<file path="src/rtl/score_disp_pkg.sv">
// ============================================================================
// Module : score_disp_pkg
// Brief  : Shared display-mode encoding and 7-segment constants for the
//          score display driver.
// Rev    : 1.0  initial release
// ============================================================================
`default_nettype none

package score_disp_pkg;

    typedef enum logic [1:0] {
        PLAY      = 2'd0,
        FLASH     = 2'd1,
        SHOW_HIGH = 2'd2
    } disp_mode_t;

    localparam logic [6:0] SEG_DASH  = 7'h40;
    localparam logic [6:0] SEG_BLANK = 7'h00;

    // Segment order {g,f,e,d,c,b,a}, active-high
    localparam logic [6:0] SEG_LUT [0:9] = '{
        7'h3F, 7'h06, 7'h5B, 7'h4F, 7'h66,
        7'h6D, 7'h7D, 7'h07, 7'h7F, 7'h6F
    };

endpackage

`default_nettype wire

</file>
<file path="src/rtl/bcd_to_seg7.sv">
// ============================================================================
// Module : bcd_to_seg7
// Brief  : Combinational BCD digit to 7-segment decoder with blanking and a
//          dash for non-decimal codes.
// Rev    : 1.0  initial release
// ============================================================================
`default_nettype none

module bcd_to_seg7
    import score_disp_pkg::*;
(
    input  logic [3:0] bcd,
    input  logic       blank,
    output logic [6:0] seg
);

    always_comb begin
        seg = SEG_BLANK;
        if (!blank) begin
            if (bcd > 4'd9) begin
                seg = SEG_DASH;
            end else begin
                seg = SEG_LUT[bcd];
            end
        end
    end

endmodule

`default_nettype wire

</file>
<file path="src/rtl/score_display_driver.sv">
// ============================================================================
// Module : score_display_driver
// Brief  : 2-digit multiplexed 7-segment driver: live score in play, blinking
//          final score after game over, then the steady high score.
// Rev    : 1.0  initial release
// ============================================================================
`default_nettype none

module score_display_driver
    import score_disp_pkg::*;
#(
    parameter int SCAN_DIV    = 1000,
    parameter int BLINK_DIV   = 6000000,
    parameter int HOLD_BLINKS = 6
) (
    input  logic       clk,
    input  logic       nRst,
    input  logic [3:0] bcd_tens,
    input  logic [3:0] bcd_ones,
    input  logic       isGameComplete,
    output logic [6:0] seg,
    output logic [1:0] dig_en,
    output logic [1:0] disp_mode
);

    localparam int SCAN_W  = (SCAN_DIV  > 1) ? $clog2(SCAN_DIV)  : 1;
    localparam int BLINK_W = (BLINK_DIV > 1) ? $clog2(BLINK_DIV) : 1;
    localparam int HOLD_W  = $clog2(HOLD_BLINKS + 1);

    localparam logic [SCAN_W-1:0]  C_SCAN_MAX  = SCAN_W'(SCAN_DIV - 1);
    localparam logic [BLINK_W-1:0] C_BLINK_MAX = BLINK_W'(BLINK_DIV - 1);
    localparam logic [HOLD_W-1:0]  C_HOLD      = HOLD_W'(HOLD_BLINKS);
    localparam logic [HOLD_W-1:0]  C_HOLD_ONE  = HOLD_W'(1);

    logic [SCAN_W-1:0]  r_scan_cnt;
    logic               r_slot;
    logic               r_gc_d;
    logic [3:0]         r_shadow_tens;
    logic [3:0]         r_shadow_ones;
    disp_mode_t         r_state;
    logic [BLINK_W-1:0] r_blink_cnt;
    logic               r_blink_on;
    logic [HOLD_W-1:0]  r_half_cnt;
    logic [6:0]         r_seg;
    logic [1:0]         r_dig_en;

    logic               w_rise;
    logic               w_fall;
    disp_mode_t         w_state_next;
    logic [BLINK_W-1:0] w_blink_cnt_next;
    logic               w_blink_on_next;
    logic [HOLD_W-1:0]  w_half_cnt_next;
    logic [HOLD_W-1:0]  w_half_inc;
    logic               w_use_shadow;
    logic [3:0]         w_tens;
    logic [3:0]         w_ones;
    logic [3:0]         w_digit;
    logic               w_blank;
    logic [6:0]         w_seg;

    assign w_rise     = isGameComplete & ~r_gc_d;
    assign w_fall     = ~isGameComplete & r_gc_d;
    assign w_half_inc = r_half_cnt + C_HOLD_ONE;

    always_comb begin
        w_state_next     = r_state;
        w_blink_cnt_next = r_blink_cnt;
        w_blink_on_next  = r_blink_on;
        w_half_cnt_next  = r_half_cnt;
        case (r_state)
            PLAY: begin
                if (w_rise) begin
                    w_state_next     = FLASH;
                    w_blink_cnt_next = '0;
                    w_blink_on_next  = 1'b1;
                    w_half_cnt_next  = '0;
                end
            end
            FLASH: begin
                if (w_fall) begin
                    w_state_next = PLAY;
                end else if (r_blink_cnt == C_BLINK_MAX) begin
                    w_blink_cnt_next = '0;
                    w_blink_on_next  = ~r_blink_on;
                    w_half_cnt_next  = w_half_inc;
                    if (w_half_inc == C_HOLD) begin
                        w_state_next = SHOW_HIGH;
                    end
                end else begin
                    w_blink_cnt_next = r_blink_cnt + 1'b1;
                end
            end
            SHOW_HIGH: begin
                if (w_fall) begin
                    w_state_next = PLAY;
                end
            end
            default: begin
                w_state_next = PLAY;
            end
        endcase
    end

    // Output is built from the upcoming state so a state change lands on the
    // very next registered digit, while the slot keeps its 1-cycle latency.
    assign w_use_shadow = (w_state_next == FLASH);
    assign w_tens       = w_use_shadow ? r_shadow_tens : bcd_tens;
    assign w_ones       = w_use_shadow ? r_shadow_ones : bcd_ones;
    assign w_digit      = r_slot ? w_tens : w_ones;
    assign w_blank      = (r_slot && (w_tens == 4'd0)) ||
                          (w_use_shadow && !w_blink_on_next);

    bcd_to_seg7 u_dec (
        .bcd   (w_digit),
        .blank (w_blank),
        .seg   (w_seg)
    );

    always_ff @(posedge clk or negedge nRst) begin
        if (!nRst) begin
            r_scan_cnt <= '0;
            r_slot     <= 1'b0;
            r_gc_d     <= 1'b0;
        end else begin
            r_gc_d <= isGameComplete;
            if (r_scan_cnt == C_SCAN_MAX) begin
                r_scan_cnt <= '0;
                r_slot     <= ~r_slot;
            end else begin
                r_scan_cnt <= r_scan_cnt + 1'b1;
            end
        end
    end

    // The tracker moves bcd and isGameComplete together, so the shadow skips
    // the rise cycle to keep the last in-play score.
    always_ff @(posedge clk or negedge nRst) begin
        if (!nRst) begin
            r_shadow_tens <= 4'd0;
            r_shadow_ones <= 4'd0;
        end else if ((r_state == PLAY) && !w_rise) begin
            r_shadow_tens <= bcd_tens;
            r_shadow_ones <= bcd_ones;
        end
    end

    always_ff @(posedge clk or negedge nRst) begin
        if (!nRst) begin
            r_state     <= PLAY;
            r_blink_cnt <= '0;
            r_blink_on  <= 1'b0;
            r_half_cnt  <= '0;
        end else begin
            r_state     <= w_state_next;
            r_blink_cnt <= w_blink_cnt_next;
            r_blink_on  <= w_blink_on_next;
            r_half_cnt  <= w_half_cnt_next;
        end
    end

    always_ff @(posedge clk or negedge nRst) begin
        if (!nRst) begin
            r_seg    <= SEG_BLANK;
            r_dig_en <= 2'b00;
        end else begin
            r_seg    <= w_seg;
            r_dig_en <= r_slot ? 2'b10 : 2'b01;
        end
    end

    assign seg       = r_seg;
    assign dig_en    = r_dig_en;
    assign disp_mode = r_state;

endmodule

`default_nettype wire

</file>
<file path="config.mk">
export PLATFORM = sky130hd
export DESIGN_NAME = score_display_driver
export DESIGN_NICKNAME = d
export VERILOG_FILES = /design/src/rtl/score_disp_pkg.sv /design/src/rtl/bcd_to_seg7.sv /design/src/rtl/score_display_driver.sv
export SDC_FILE = /design/constraint.sdc
export NUM_CORES = 1
export LEC_CHECK = 0
export BUFFER_PORTS_ARGS = -buffer_cell sky130_fd_sc_hd__buf_4
export CAP_MARGIN = 20
export CORE_ASPECT_RATIO = 1.5
export CORE_MARGIN = 5
export CORE_UTILIZATION = 39
export CTS_CLUSTER_DIAMETER = 30
export CTS_CLUSTER_SIZE = 20
export DETAILED_ROUTE_END_ITERATION = 7
export PLACE_DENSITY = 0.57
export SETUP_SLACK_MARGIN = 0.15
export SYNTH_ARGS = -nofsm -noshare
export SYNTH_HDL_FRONTEND = slang
export SYNTH_SLANG_ARGS = --single-unit
</file>
<file path="constraint.sdc">
create_clock -name clk -period 3.3 [get_ports clk]
set_input_delay 0.495 -clock clk [delete_from_list [all_inputs] [get_ports clk]]
set_output_delay 0.495 -clock clk [all_outputs]
set_load 0.01 [all_outputs]
</file>
==> implementation parameters, run 1 <==
Parameter                              Value

Final layout
  Final Net Count ... 391
  Antenna diodes ... 0
  Most frequent cells in the layout ... 57 x dfrtp_1, 49 x buf_4, 33 x o21ai_0, 32 x nand2_1, 24 x nor2_1
  Layout overhead on the synthesized area ... 24.7%
  Layout cell share with drive strength beyond 1 ... about a quarter
  Leading cell type in the layout, fill and taps excluded ... dfrtp_1
  Utilization after layout ... between 40 and 50%
  Final cell area excluding filler cells ... roughly 0.0039 mm²

STA
  Final Hold Violating Endpoints ... 0
  RSZ-0062 raised after global routing ... yes
  WHS ... around 0.24 ns
  Transition time of the tightest slew-check pin ... around 0.84 ns
  Max Freq ... approximately 320 MHz
  Final Slew Violations ... 0
  Clock Skews ... 0.00504 ns
  Post-Route Setup TNS ... 0 ns
  Count of endpoints failing setup in the final report ... 0
  Clock period minus worst slack ... roughly 3.1 ns
  Final period utilization ... 94.2%
  Slew HR ... 43.3%

Power
  Largest vdd supply drop ... roughly 300 µV
  Net Sw Frac ... between 20% and 30%
  Flop pwr share ... 37.6%
  Combinational power share ... around 26%
  Leakage component of the power ... approximately 1.7 nW
  Power share of the clock group ... between 30 and 40%
  Internal ... roughly 0.0016 W
  Total power per unit cell area ... ~600 mW/mm²
  Reported net switching power ... 0.000698 W

Routing
  Total number of vias ... about 2600
  Post-detailed-route count of antenna-violating nets ... 0
  Length of the first detailed-routing pass in iterations ... 4
  Final wirelength ... 7460 µm
  Wire length per cell after detailed routing ... 15.5 µm
  Violation count after the first detailed-route iteration ... 85
  Number of DRC violations after detailed routing ... 0
  Ratio of routed vias to standard cells ... between 5 and 6

Critical path
  Worst path top cell family by delay ... simple AND/OR/NAND/NOR gates
  Crit path launch type ... register
  Worst reg2reg setup slack ... 0.19 ns
  Crit path arrival time ... between 3 and 4 ns
  Cells traversed along the worst timing path ... or4b_1 > or3_4 > or4_4 > and2_4 > mux4_2 > inv_2 > ha_4 > o221ai_2 > a221oi_2
  Data required time of the critical path ... between 3 and 4 ns
  Largest driver fanout on the critical path ... 5
  Crit-path slowest cell ... or4b_1
  Buffers & Inverters on Critical Path ... 1
  Capturing element type of the critical path ... register
  Worst Setup Path Type ... register to register
  CP max stage delay ... 0.52 ns

GRT
  Global routing usage summed across all routing layers ... between 15 and 20%
  Total congestion overflow ... 0
  Wire length of the first global-routing pass ... roughly 13000 µm
  Largest net degree at the start of global routing ... 59
  Number of antenna violations at the first check in global routing ... 0
  Vias in the first global route ... between 2000 and 3000

Clock network
  Clock-pin transition on the worst setup and hold timing paths ... about 0.05 ns
  Num CTS Buffers ... 9
  Sinks on the clock net ... 58
  Worst-case clock buffer depth ... 2
  Quantity of hold-fixing buffers added after cts ... 0
  Clock latency on the worst-skew pair ... around 0.33 ns
  TritonCTS clock tree ... built
  Clock root buffer ... clkbuf_16
  CTS HTree Levels ... 3

Synth
  Syn. warnings ... 0
  Part of the Yosys area used for sequential elements ... 46.2%
  Share of synthesized registers carrying an async set or reset ... 100%
  Post-synthesis cell type count ... 57
  Cell area after technology mapping ... roughly 0.0031 mm²
  Post-synth EDFFs ... 0
  Most common flop cell mapped by yosys ... dfrtp_1
  Avg Cell Area, Syn ... 9.75 µm²
  Synthesized instance count ... 322
  Post-synthesis net count ... 342
  FF+latch count, synth ... 58

Floorplanning
  IO Pins ... 22
  Die span in y ... 120 µm
  Row count ... 40
  Die ar. ... 0.00998 mm²
  Horizontal extent of the die ... 83.3 µm
  Placeable core area ... approximately 0.0080 mm²
  Initial core utilization ... approximately 40%

Placement
  Post-DP HPWL ... between 5000 and 6000 µm
  GP Congestion ... 0.797
  Port Buffers ... 21
  Placement Cell Area ... around 0.0035 mm²

Flow run
  Number of maximum-capacitance constraint violations ... 0

Outcome
  Status ... completed

Worst hold path
  Type of the most critical hold path ... input port to asynchronous set/reset pin
flip-flops by register name, summed over array words and instances (netlist names):
name / count
disp_mode: 2
r_shadow_ones: 4
r_shadow_tens: 4
r_blink_on: 1
r_slot: 1
r_scan_cnt: 10
r_half_cnt: 3
dig_en: 2
r_blink_cnt: 23
seg: 7
r_gc_d: 1
metrics by stage:
stage / std cells / setup slack [ns] / power (W)
after detailed placement: 454 / 0.0502 / 0.00143
after floorplan: 322 / 0.0863 / 0.00123
final: 480 / 0.190 / 0.00235
after global placement: 454 / 0.105 / 0.00140
after CTS: 476 / 0.163 / 0.00234
after global routing: 480 / 0.0753 / 0.00248
area by class of cell:
| cell class | count | area, µm² |
|---|---|---|
| multi-input combinational | 243 | 1650 |
| clock buffer | 12 | 256 |
| fill | 749 | 4040 |
| clock inverter | 3 | 15.0 |
| inverter | 10 | 37.5 |
| sequential | 58 | 1450 |
| tap | 105 | 131 |
| timing repair buffer | 49 | 368 |
synth_stat cells (4+ instances only):
library cell / number / area [µm²]
nor3_1: 8 / 40.0
and3_1: 5 / 31.3
ha_1: 9 / 113
nand2_1: 32 / 120
xor2_1: 9 / 78.8
nor2_1: 24 / 90.1
mux2_2: 7 / 78.8
nor4_1: 6 / 37.5
and2_1: 5 / 31.3
nand2b_1: 5 / 31.3
o21ai_0: 35 / 175
nand3_1: 13 / 65.1
nand4_1: 5 / 31.3
clkbuf_1: 5 / 18.8
dfrtp_1: 58 / 1450
buf_4: 4 / 30.0
xnor2_1: 5 / 43.8
inv_1: 10 / 37.5
o31ai_1: 5 / 37.5
nor2b_1: 4 / 25.0
a21oi_1: 9 / 45.0
power groups by stage:
stage	Combinational (W)	Sequential, W	Clock (W)
6_report	0.000609	0.000882	0.000856
4_1_cts	0.000577	0.000882	0.000879
5_1_grt	0.000672	0.000898	0.000911
3_3_place_gp	0.000515	0.000889	0
2_1_floorplan	0.000328	0.000897	0
3_5_place_dp	0.000534	0.000891	0
path summary, 6_finish.rpt:
path,startpoint,endpoint,cells after the start
max,r_blink_cnt[12]$_DFFE_PN0P_,seg[4]$_DFF_PN0_,9
min,nRst,seg[3]$_DFF_PN0_,1
max reg2reg,r_blink_cnt[12]$_DFFE_PN0P_,seg[4]$_DFF_PN0_,9
min reg2reg,r_shadow_ones[0]$_DFFE_PN0P_,r_shadow_ones[0]$_DFFE_PN0P_,2
max in group asynchronous,nRst,r_blink_cnt[8]$_DFFE_PN0P_,1
min in group clk,isGameComplete,r_gc_d$_DFF_PN0_,1
timing repair:
action	CTS	global route
endpoints found under the setup margin	7	7
gates resized for setup	2	8
endpoints found under the hold margin	0	0
pin swaps	3	13
buffers inserted	7	4
logic make-up after synthesis:
group	Yosys count	share of synthesized area (%)
xor gates and xnor gates	14	3.90
buffers and inverters	21	3.47
adders and majority gates	9	3.59
DFF	58	46.2
muxes	11	4.18
and+or+nand+nor	131	22.4
AOI/OAI and AO/OA	78	16.2
layer usage:
metal | part of all wire (%) | routed length [µm] | GRT usage, % | up-vias
met5 | 0 | 0 | 0 | -
met4 | 2.0 | 150 | 8.18 | 0
met3 | 4.7 | 348 | 4.67 | 14
met2 | 53 | 3930 | 27.7 | 58
met1 | 41 | 3020 | 17.9 | 1238
li1 | - | - | - | 1274
Power figures use the tool's default switching activity.
==> run 2: changes to the inputs <==
- CORE_MARGIN: 5 -> unset
- PLACE_DENSITY: 0.57 -> 0.63
==> implementation parameters, run 2 (synthesized netlist as in run 1, its figures left out) <==
Parameter                              Value

Outcome
  Status ... completed (unchanged)

Final layout
  Layout overhead on the synthesized area ... 24.9% (was 24.7%)
  Leading cell type in the layout, fill and taps excluded ... dfrtp_1 (unchanged)
  Most frequent cells in the layout ... 58 x dfrtp_1, 41 x buf_4, 33 x o21ai_0, 32 x nand2_1, 24 x nor2_1 (was 57 x dfrtp_1, 49 x buf_4, 33 x o21ai_0, 32 x nand2_1, 24 x nor2_1)
  Final Net Count ... 386 (was 391)
  Post-route non-filler standard cell count ... 473 (was 480)
  Fill cells ... 737 (was 749)
  Reg with most FFs ... r_blink_cnt (unchanged)
  Antenna diodes ... 0 (unchanged)
  Layout cell share with drive strength beyond 1 ... 26.4% (was 26.1%)
  Max reg flops ... 23 (unchanged)

Floorplanning
  Initial core utilization ... 40.7% (was 39.5%)
  Die span in y ... 112 µm (was 120 µm)
  Horizontal extent of the die ... 75.3 µm (was 83.3 µm)
  Placeable core area ... 0.00771 mm² (was 0.00796 mm²)
  IO Pins ... 22 (unchanged)
  Row count ... 39 (was 40)
  Die ar. ... 0.00842 mm² (was 0.00998 mm²)

Clock network
  Quantity of hold-fixing buffers added after cts ... 0 (unchanged)
  Worst-case clock buffer depth ... 2 (unchanged)
  Num CTS Buffers ... 9 (unchanged)
  Clock latency on the worst-skew pair ... 0.33 ns (about the same)
  Sinks on the clock net ... 58 (unchanged)
  Clock root buffer ... clkbuf_16 (unchanged)
  CTS HTree Levels ... 3 (unchanged)
  TritonCTS clock tree ... built (unchanged)
  Clock-pin transition on the worst setup and hold timing paths ... 0.05 ns (about the same)

STA
  Clock Skews ... 0.00662 ns (was 0.00504 ns)
  Final period utilization ... 95.6% (was 94.2%)
  WHS ... 0.225 ns (was 0.240 ns)
  Clock period minus worst slack ... 3.15 ns (was 3.11 ns)
  Final Slew Violations ... 0 (unchanged)
  RSZ-0062 raised after global routing ... yes (unchanged)
  Slew HR ... 43.7% (was 43.3%)
  Transition time of the tightest slew-check pin ... 0.838 ns (was 0.844 ns)
  Post-Route Setup TNS ... 0 ns (unchanged)
  Max Freq ... 317 MHz (was 322 MHz)
  Final Hold Violating Endpoints ... 0 (unchanged)
  Count of endpoints failing setup in the final report ... 0 (unchanged)

GRT
  Wire length of the first global-routing pass ... 12100 µm (was 12800 µm)
  Total congestion overflow ... 0 (unchanged)
  Largest net degree at the start of global routing ... 59 (unchanged)
  Number of antenna violations at the first check in global routing ... 0 (unchanged)
  Global routing usage summed across all routing layers ... 19.5% (was 16.1%)
  Vias in the first global route ... 2593 (was 2653)

Power
  Leakage component of the power ... 1.66 nW (was 1.67 nW)
  Combinational power share ... 25.9% (about the same)
  Internal ... 0.00167 W (was 0.00165 W)
  Net Sw Frac ... 29.6% (was 29.8%)
  Reported net switching power ... 0.000704 W (was 0.000698 W)
  Total power per unit cell area ... 606 mW/mm² (was 599 mW/mm²)
  Largest vdd supply drop ... 298 µV (was 307 µV)
  Flop pwr share ... 37.2% (was 37.6%)
  Power share of the clock group ... 36.9% (was 36.5%)

Placement
  Total placed cells including tap cells ... 448 (was 454)
  Port Buffers ... 21 (unchanged)
  GP Congestion ... 0.795 (was 0.797)
  Post-DP HPWL ... 5180 µm (was 5080 µm)

Critical path
  Crit-path slowest cell ... or4b_4 (was or4b_1)
  Crit path arrival time ... 3.38 ns (was 3.35 ns)
  Largest driver fanout on the critical path ... 5 (unchanged)
  Capturing element type of the critical path ... register (unchanged)
  Worst Setup Path Type ... register to register (unchanged)
  CP max stage delay ... 0.53 ns (was 0.52 ns)
  Data required time of the critical path ... 3.53 ns (was 3.54 ns)
  Crit path launch type ... register (unchanged)
  Cells traversed along the worst timing path ... or4b_4 > or3_4 > or4_4 > and2_4 > mux4_2 > buf_6 > ha_2 > o21a_1 > o32ai_1 (was or4b_1 > or3_4 > or4_4 > and2_4 > mux4_2 > inv_2 > ha_4 > o221ai_2 > a221oi_2)

Routing
  Violation count after the first detailed-route iteration ... 85 (unchanged)
  Post-detailed-route count of antenna-violating nets ... 0 (unchanged)
  Number of DRC violations after detailed routing ... 0 (unchanged)
  Final wirelength ... 7490 µm (was 7460 µm)
  Ratio of routed vias to standard cells ... 5.55 (was 5.38)
  Wire length per cell after detailed routing ... 15.8 µm (was 15.5 µm)
  Length of the first detailed-routing pass in iterations ... 4 (unchanged)
  Total number of vias ... 2627 (was 2584)

Flow run
  Number of maximum-capacitance constraint violations ... 0 (unchanged)

Worst hold path
  Type of the most critical hold path ... input port to asynchronous set/reset pin (unchanged)
-- run 2: changes by cell type in the layout (fill, tap and decap cells not counted), moves of 2 or more --
cell	previous run	this run
ha_4	3	1
ha_1	6	4
buf_6	0	2
ha_2	0	4
buf_4	49	41
-- run 2: final cells by class --
class / instances / area [µm²] / share of cell area, %
Tap cell: 102 / 128 / 3.25
Clock inverter: 2 / 10.0 / 0.255
Clock buffer: 14 / 274 / 6.99
Multi-Input combinational cell: 243 / 1670 / 42.6
Timing Repair Buffer: 44 / 350 / 8.93
Sequential cell: 58 / 1450 / 37.0
Inverter: 10 / 37.5 / 0.957
-- run 2: metrics by stage --
| step | util [%] | cell area (µm²) | worst slack [ns] | total power, W |
|---|---|---|---|---|
| floorplan | - | 3170 | 0.0863 | 0.00123 |
| global route | 50.9 | 3920 | 0.0537 | 0.00250 |
| CTS | 50.4 | 3880 | 0.130 | 0.00237 |
| finish | 50.9 | 3920 | 0.146 | 0.00238 |
| global placement | 45.4 | 3500 | -0.00465 | 0.00141 |
| detailed placement | 45.4 | 3500 | -0.0873 | 0.00143 |
-- run 2: timing repair --
action | 4_1_cts | 5_1_grt
pin swaps | 5 | 2
gates resized for setup | 10 | 7
setup buffers | 8 | 1
hold endpoints to repair | 0 | 0
endpoints found under the setup margin | 7 | 7
-- run 2: power by group through the flow --
| stage | clock network (W) | logic (W) | registers, W |
|---|---|---|---|
| global route | 0.000919 | 0.000679 | 0.000897 |
| global placement | 0 | 0.000515 | 0.000897 |
| CTS | 0.000894 | 0.000595 | 0.000883 |
| detailed placement | 0 | 0.000529 | 0.000897 |
| finish | 0.000876 | 0.000616 | 0.000883 |
| floorplan | 0 | 0.000328 | 0.000897 |
-- run 2: layer usage --
layer  global-route usage (%)  wire, µm  part of all wire [%]
met3                     5.16       294                   3.9
met2                     35.3      4150                    55
met5                        0         0                     0
met1                     20.4      2910                    39
met4                     8.40       133                   1.8
-- run 2: path summary, 6_finish.rpt --
path / cells after the start / to / startpoint / slack, ns
worst max register to register: 9 / seg[2]$_DFF_PN0_ / r_blink_cnt[13]$_DFFE_PN0P_ / 0.15
worst min-delay path: 1 / r_blink_cnt[12]$_DFFE_PN0P_ / nRst / 0.22
worst max-delay path: 9 / seg[2]$_DFF_PN0_ / r_blink_cnt[13]$_DFFE_PN0P_ / 0.15
min in group clk: 1 / r_gc_d$_DFF_PN0_ / isGameComplete / 0.30
max in group asynchronous: 1 / seg[4]$_DFF_PN0_ / nRst / 2.57
worst min register to register: 1 / r_scan_cnt[0]$_DFF_PN0_ / r_scan_cnt[0]$_DFF_PN0_ / 0.46
-- run 2: critical path: cells and delay by family, from the launching register on --
kind / cells / cell delay [ns]
multiplexers: 1 / 0.47
AND/OR/NAND/NOR: 4 / 1.54
buffers and inverters: 1 / 0.15
adder cells (fa/ha/maj): 1 / 0.18
flip-flops: 1 / 0.37
AO/OA/AOI/OAI: 2 / 0.34
==> run 3: changes to the inputs <==
- CORE_MARGIN: unset -> 1
- SYNTH_HIERARCHICAL: unset -> 1
==> implementation parameters, run 3 <==
Parameter                              Value

Synth
  List of most frequent post-synthesis cells ... 58 x dfrtp_1, 27 x nor2_1, 24 x o21ai_0 (was 58 x dfrtp_1, 35 x o21ai_0, 32 x nand2_1)
  Cell with the most instances after synthesis ... dfrtp_1 (unchanged)
  Dominant cells by area after synthesis ... dfrtp_1 47%, o21ai_0 3.9%, ha_1 3.7%, nor2_1 3.3%, a21oi_1 3.1% (was dfrtp_1 46%, o21ai_0 5.6%, nand2_1 3.8%, ha_1 3.6%, nor2_1 2.9%)
  Post-synth EDFFs ... 0 (unchanged)
  Post-synthesis cell type count ... 46 (was 57)
  Syn. warnings ... 6 (was 0)
  Cell area after technology mapping ... 0.00306 mm² (was 0.00314 mm²)
  Most common flop cell mapped by yosys ... dfrtp_1 (unchanged)
  Share of synthesized registers carrying an async set or reset ... 100% (unchanged)
  Part of the Yosys area used for sequential elements ... 47.4% (was 46.2%)
  Dominant cell type by area after synthesis ... dfrtp_1 (unchanged)
  Synthesized instance count ... 297 (was 322)
  FF+latch count, synth ... 58 (unchanged)
  Avg Cell Area, Syn ... 10.3 µm² (was 9.75 µm²)
  Area share of the largest cell type after synthesis ... 47.4% (was 46.2%)
  Post-synthesis net count ... 317 (was 342)

GRT
  Vias in the first global route ... 2434 (was 2593)
  Number of antenna violations at the first check in global routing ... 0 (unchanged)
  Total congestion overflow ... 0 (unchanged)
  Largest net degree at the start of global routing ... 59 (unchanged)
  Wire length of the first global-routing pass ... 11100 µm (was 12100 µm)
  Global routing usage summed across all routing layers ... 17.8% (was 19.5%)

Final layout
  Fill cells ... 747 (was 737)
  Final Net Count ... 345 (was 386)
  Leading cell type in the layout, fill and taps excluded ... dfrtp_1 (unchanged)
  Layout cell share with drive strength beyond 1 ... 19.1% (was 26.4%)
  Layout overhead on the synthesized area ... 18.4% (was 24.9%)
  Antenna diodes ... 0 (unchanged)
  Reg with most FFs ... r_blink_cnt (unchanged)
  Max reg flops ... 23 (unchanged)
  Most frequent cells in the layout ... 58 x dfrtp_1, 27 x nor2_1, 25 x buf_4, 24 x o21ai_0, 21 x nand2_1 (was 58 x dfrtp_1, 41 x buf_4, 33 x o21ai_0, 32 x nand2_1, 24 x nor2_1)

Routing
  Violation count after the first detailed-route iteration ... 96 (was 85)
  Number of DRC violations after detailed routing ... 0 (unchanged)
  Post-detailed-route count of antenna-violating nets ... 0 (unchanged)
  Wire length per cell after detailed routing ... 14.6 µm (was 15.8 µm)
  Length of the first detailed-routing pass in iterations ... 5 (was 4)
  Ratio of routed vias to standard cells ... 5.38 (was 5.55)
  Total number of vias ... 2326 (was 2627)
  Final wirelength ... 6310 µm (was 7490 µm)

STA
  Clock period minus worst slack ... 2.93 ns (was 3.15 ns)
  RSZ-0062 raised after global routing ... no (was yes)
  Count of endpoints failing setup in the final report ... 0 (unchanged)
  Post-Route Setup TNS ... 0 ns (unchanged)
  Transition time of the tightest slew-check pin ... 0.727 ns (was 0.838 ns)
  WHS ... 0.235 ns (was 0.225 ns)
  Slew HR ... 51.5% (was 43.7%)
  Max Freq ... 341 MHz (was 317 MHz)
  Final Hold Violating Endpoints ... 0 (unchanged)
  Final Slew Violations ... 0 (unchanged)
  Clock Skews ... 0.00621 ns (was 0.00662 ns)
  Final period utilization ... 88.8% (was 95.6%)

Critical path
  Most repeated library cell on the critical path ... ha_1
  Crit-path slowest cell ... mux4_2 (was or4b_4)
  Worst reg2reg setup slack ... 0.37 ns (was 0.15 ns)
  Startpoint of the most critical register-to-register path ... r_blink_cnt[0]$_DFFE_PN0P_ (was r_blink_cnt[13]$_DFFE_PN0P_)
  R2r endpoint ... seg[4]$_DFF_PN0_ (was seg[2]$_DFF_PN0_)
  Capturing element type of the critical path ... register (unchanged)
  CP startpoint ... r_blink_cnt[0]$_DFFE_PN0P_ (was r_blink_cnt[13]$_DFFE_PN0P_)
  Cells on worst reg2reg path ... 11 (was 9)
  Cells traversed along the worst timing path ... ha_1 > nand3_2 > or2_4 > o32ai_4 > a21oi_4 > mux4_2 > inv_1 > ha_1 > o21bai_1 > a21o_1 > a211oi_2 (was or4b_4 > or3_4 > or4_4 > and2_4 > mux4_2 > buf_6 > ha_2 > o21a_1 > o32ai_1)
  CP max stage delay ... 0.50 ns (was 0.53 ns)
  Data required time of the critical path ... 3.54 ns (was 3.53 ns)
  Worst Setup Path Type ... register to register (unchanged)
  Crit path launch type ... register (unchanged)
  Crit path arrival time ... 3.17 ns (was 3.38 ns)
  Largest driver fanout on the critical path ... 7 (was 5)

Clock network
  CTS HTree Levels ... 3 (unchanged)
  Num CTS Buffers ... 9 (unchanged)
  Clock-pin transition on the worst setup and hold timing paths ... 0.05 ns (about the same)
  Clock latency on the worst-skew pair ... 0.32 ns (was 0.33 ns)
  Worst-case clock buffer depth ... 2 (unchanged)
  Sinks on the clock net ... 58 (unchanged)
  TritonCTS clock tree ... built (unchanged)
  Quantity of hold-fixing buffers added after cts ... 0 (unchanged)
  Clock root buffer ... clkbuf_16 (unchanged)

Floorplanning
  Initial core utilization ... 40.2% (was 40.7%)
  Horizontal extent of the die ... 74.3 µm (was 75.3 µm)
  IO Pins ... 22 (unchanged)
  Die span in y ... 110 µm (was 112 µm)
  Row count ... 39 (unchanged)
  Placeable core area ... 0.00761 mm² (was 0.00771 mm²)
  Die ar. ... 0.00821 mm² (was 0.00842 mm²)

Power
  Combinational power share ... 21.4% (was 25.9%)
  Largest vdd supply drop ... 382 µV (was 298 µV)
  Reported net switching power ... 0.000612 W (was 0.000704 W)
  Total power per unit cell area ... 610 mW/mm² (was 606 mW/mm²)
  Leakage component of the power ... 1.55 nW (was 1.66 nW)
  Flop pwr share ... 38.8% (was 37.2%)
  Internal ... 0.00160 W (was 0.00167 W)
  Net Sw Frac ... 27.7% (was 29.6%)
  Power share of the clock group ... 39.8% (was 36.9%)

Placement
  Post-DP HPWL ... 4460 µm (was 5180 µm)
  Port Buffers ... 21 (unchanged)
  GP Congestion ... 0.801 (was 0.795)

Worst hold path
  Type of the most critical hold path ... input port to asynchronous set/reset pin (unchanged)

Flow run
  Number of maximum-capacitance constraint violations ... 0 (unchanged)

Outcome
  Status ... completed (unchanged)
==> run 3: how the worst max path moves through the flow <==
| stage | to |
|---|---|
| 2_1_floorplan | seg[4]$_DFF_PN0_ |
| 3_3_place_gp | seg[4]$_DFF_PN0_ |
| 3_5_place_dp | seg[4]$_DFF_PN0_ |
| 4_1_cts | seg[4]$_DFF_PN0_ |
| 5_1_grt | seg[4]$_DFF_PN0_ |
| 6_report | seg[4]$_DFF_PN0_ |
==> run 3: cell type report <==
type | instances | area (µm²) | area share (%)
well taps | 102 | 128 | 3.52
clock buffers | 10 | 229 | 6.32
multi-input cells | 220 | 1530 | 42.2
flip-flops and latches | 58 | 1450 | 40.1
clock inverters | 6 | 57.6 | 1.59
repair buffers | 25 | 188 | 5.18
inverters | 11 | 41.3 | 1.14
==> run 3: logic make-up after synthesis <==
family | Yosys count | synth area share, %
buf+inv | 19 | 2.66
xor+xnor | 17 | 4.87
fa+ha+maj | 9 | 3.68
mux | 13 | 6.22
compound gates | 66 | 14.0
flops | 58 | 47.4
simple gates | 115 | 21.1
==> run 3: metrics by stage <==
stage / cell area (µm²) / utilization [%] / cells / power, W / setup WS, ns
2_1_floorplan: 3060 / - / 297 / 0.00116 / 0.519
3_3_place_gp: 3300 / 43.4 / 412 / 0.00131 / 0.343
3_5_place_dp: 3300 / 43.4 / 412 / 0.00133 / 0.238
4_1_cts: 3590 / 47.2 / 428 / 0.00222 / 0.218
5_1_grt: 3620 / 47.6 / 432 / 0.00232 / 0.164
6_report: 3620 / 47.6 / 432 / 0.00221 / 0.369
==> run 3: power groups by stage <==
stage	Sequential (W)	Combinational, W	Clock, W
5_1_grt	0.000867	0.000526	0.000930
3_5_place_dp	0.000869	0.000458	0
3_3_place_gp	0.000864	0.000445	0
6_report	0.000858	0.000474	0.000879
2_1_floorplan	0.000871	0.000292	0
4_1_cts	0.000858	0.000460	0.000900
==> run 3: critical path: cells and delay by family (launching register included) <==
| family | cells | cell delay, ns |
|---|---|---|
| AND/OR/NAND/NOR | 2 | 0.47 |
| adder cells (fa/ha/maj) | 2 | 0.42 |
| flip-flops | 1 | 0.38 |
| AO/OA/AOI/OAI | 5 | 0.95 |
| buffers and inverters | 1 | 0.13 |
| multiplexers | 1 | 0.50 |
==> run 3: repair_timing <==
item | 4_1_cts | 5_1_grt
resized for setup | 0 | 1
setup buffers | 0 | 4
endpoints found under the setup margin | 0 | 6
==> run 3: routing by layer <==
| metal | vias up | routed length, µm | global-route usage [%] |
|---|---|---|---|
| met3 | 14 | 184 | 3.83 |
| met2 | 35 | 3400 | 30.4 |
| li1 | 1127 | - | - |
| met1 | 1150 | 2580 | 20.1 |
| met5 | - | 0 | 0 |
| met4 | 0 | 147 | 9.56 |
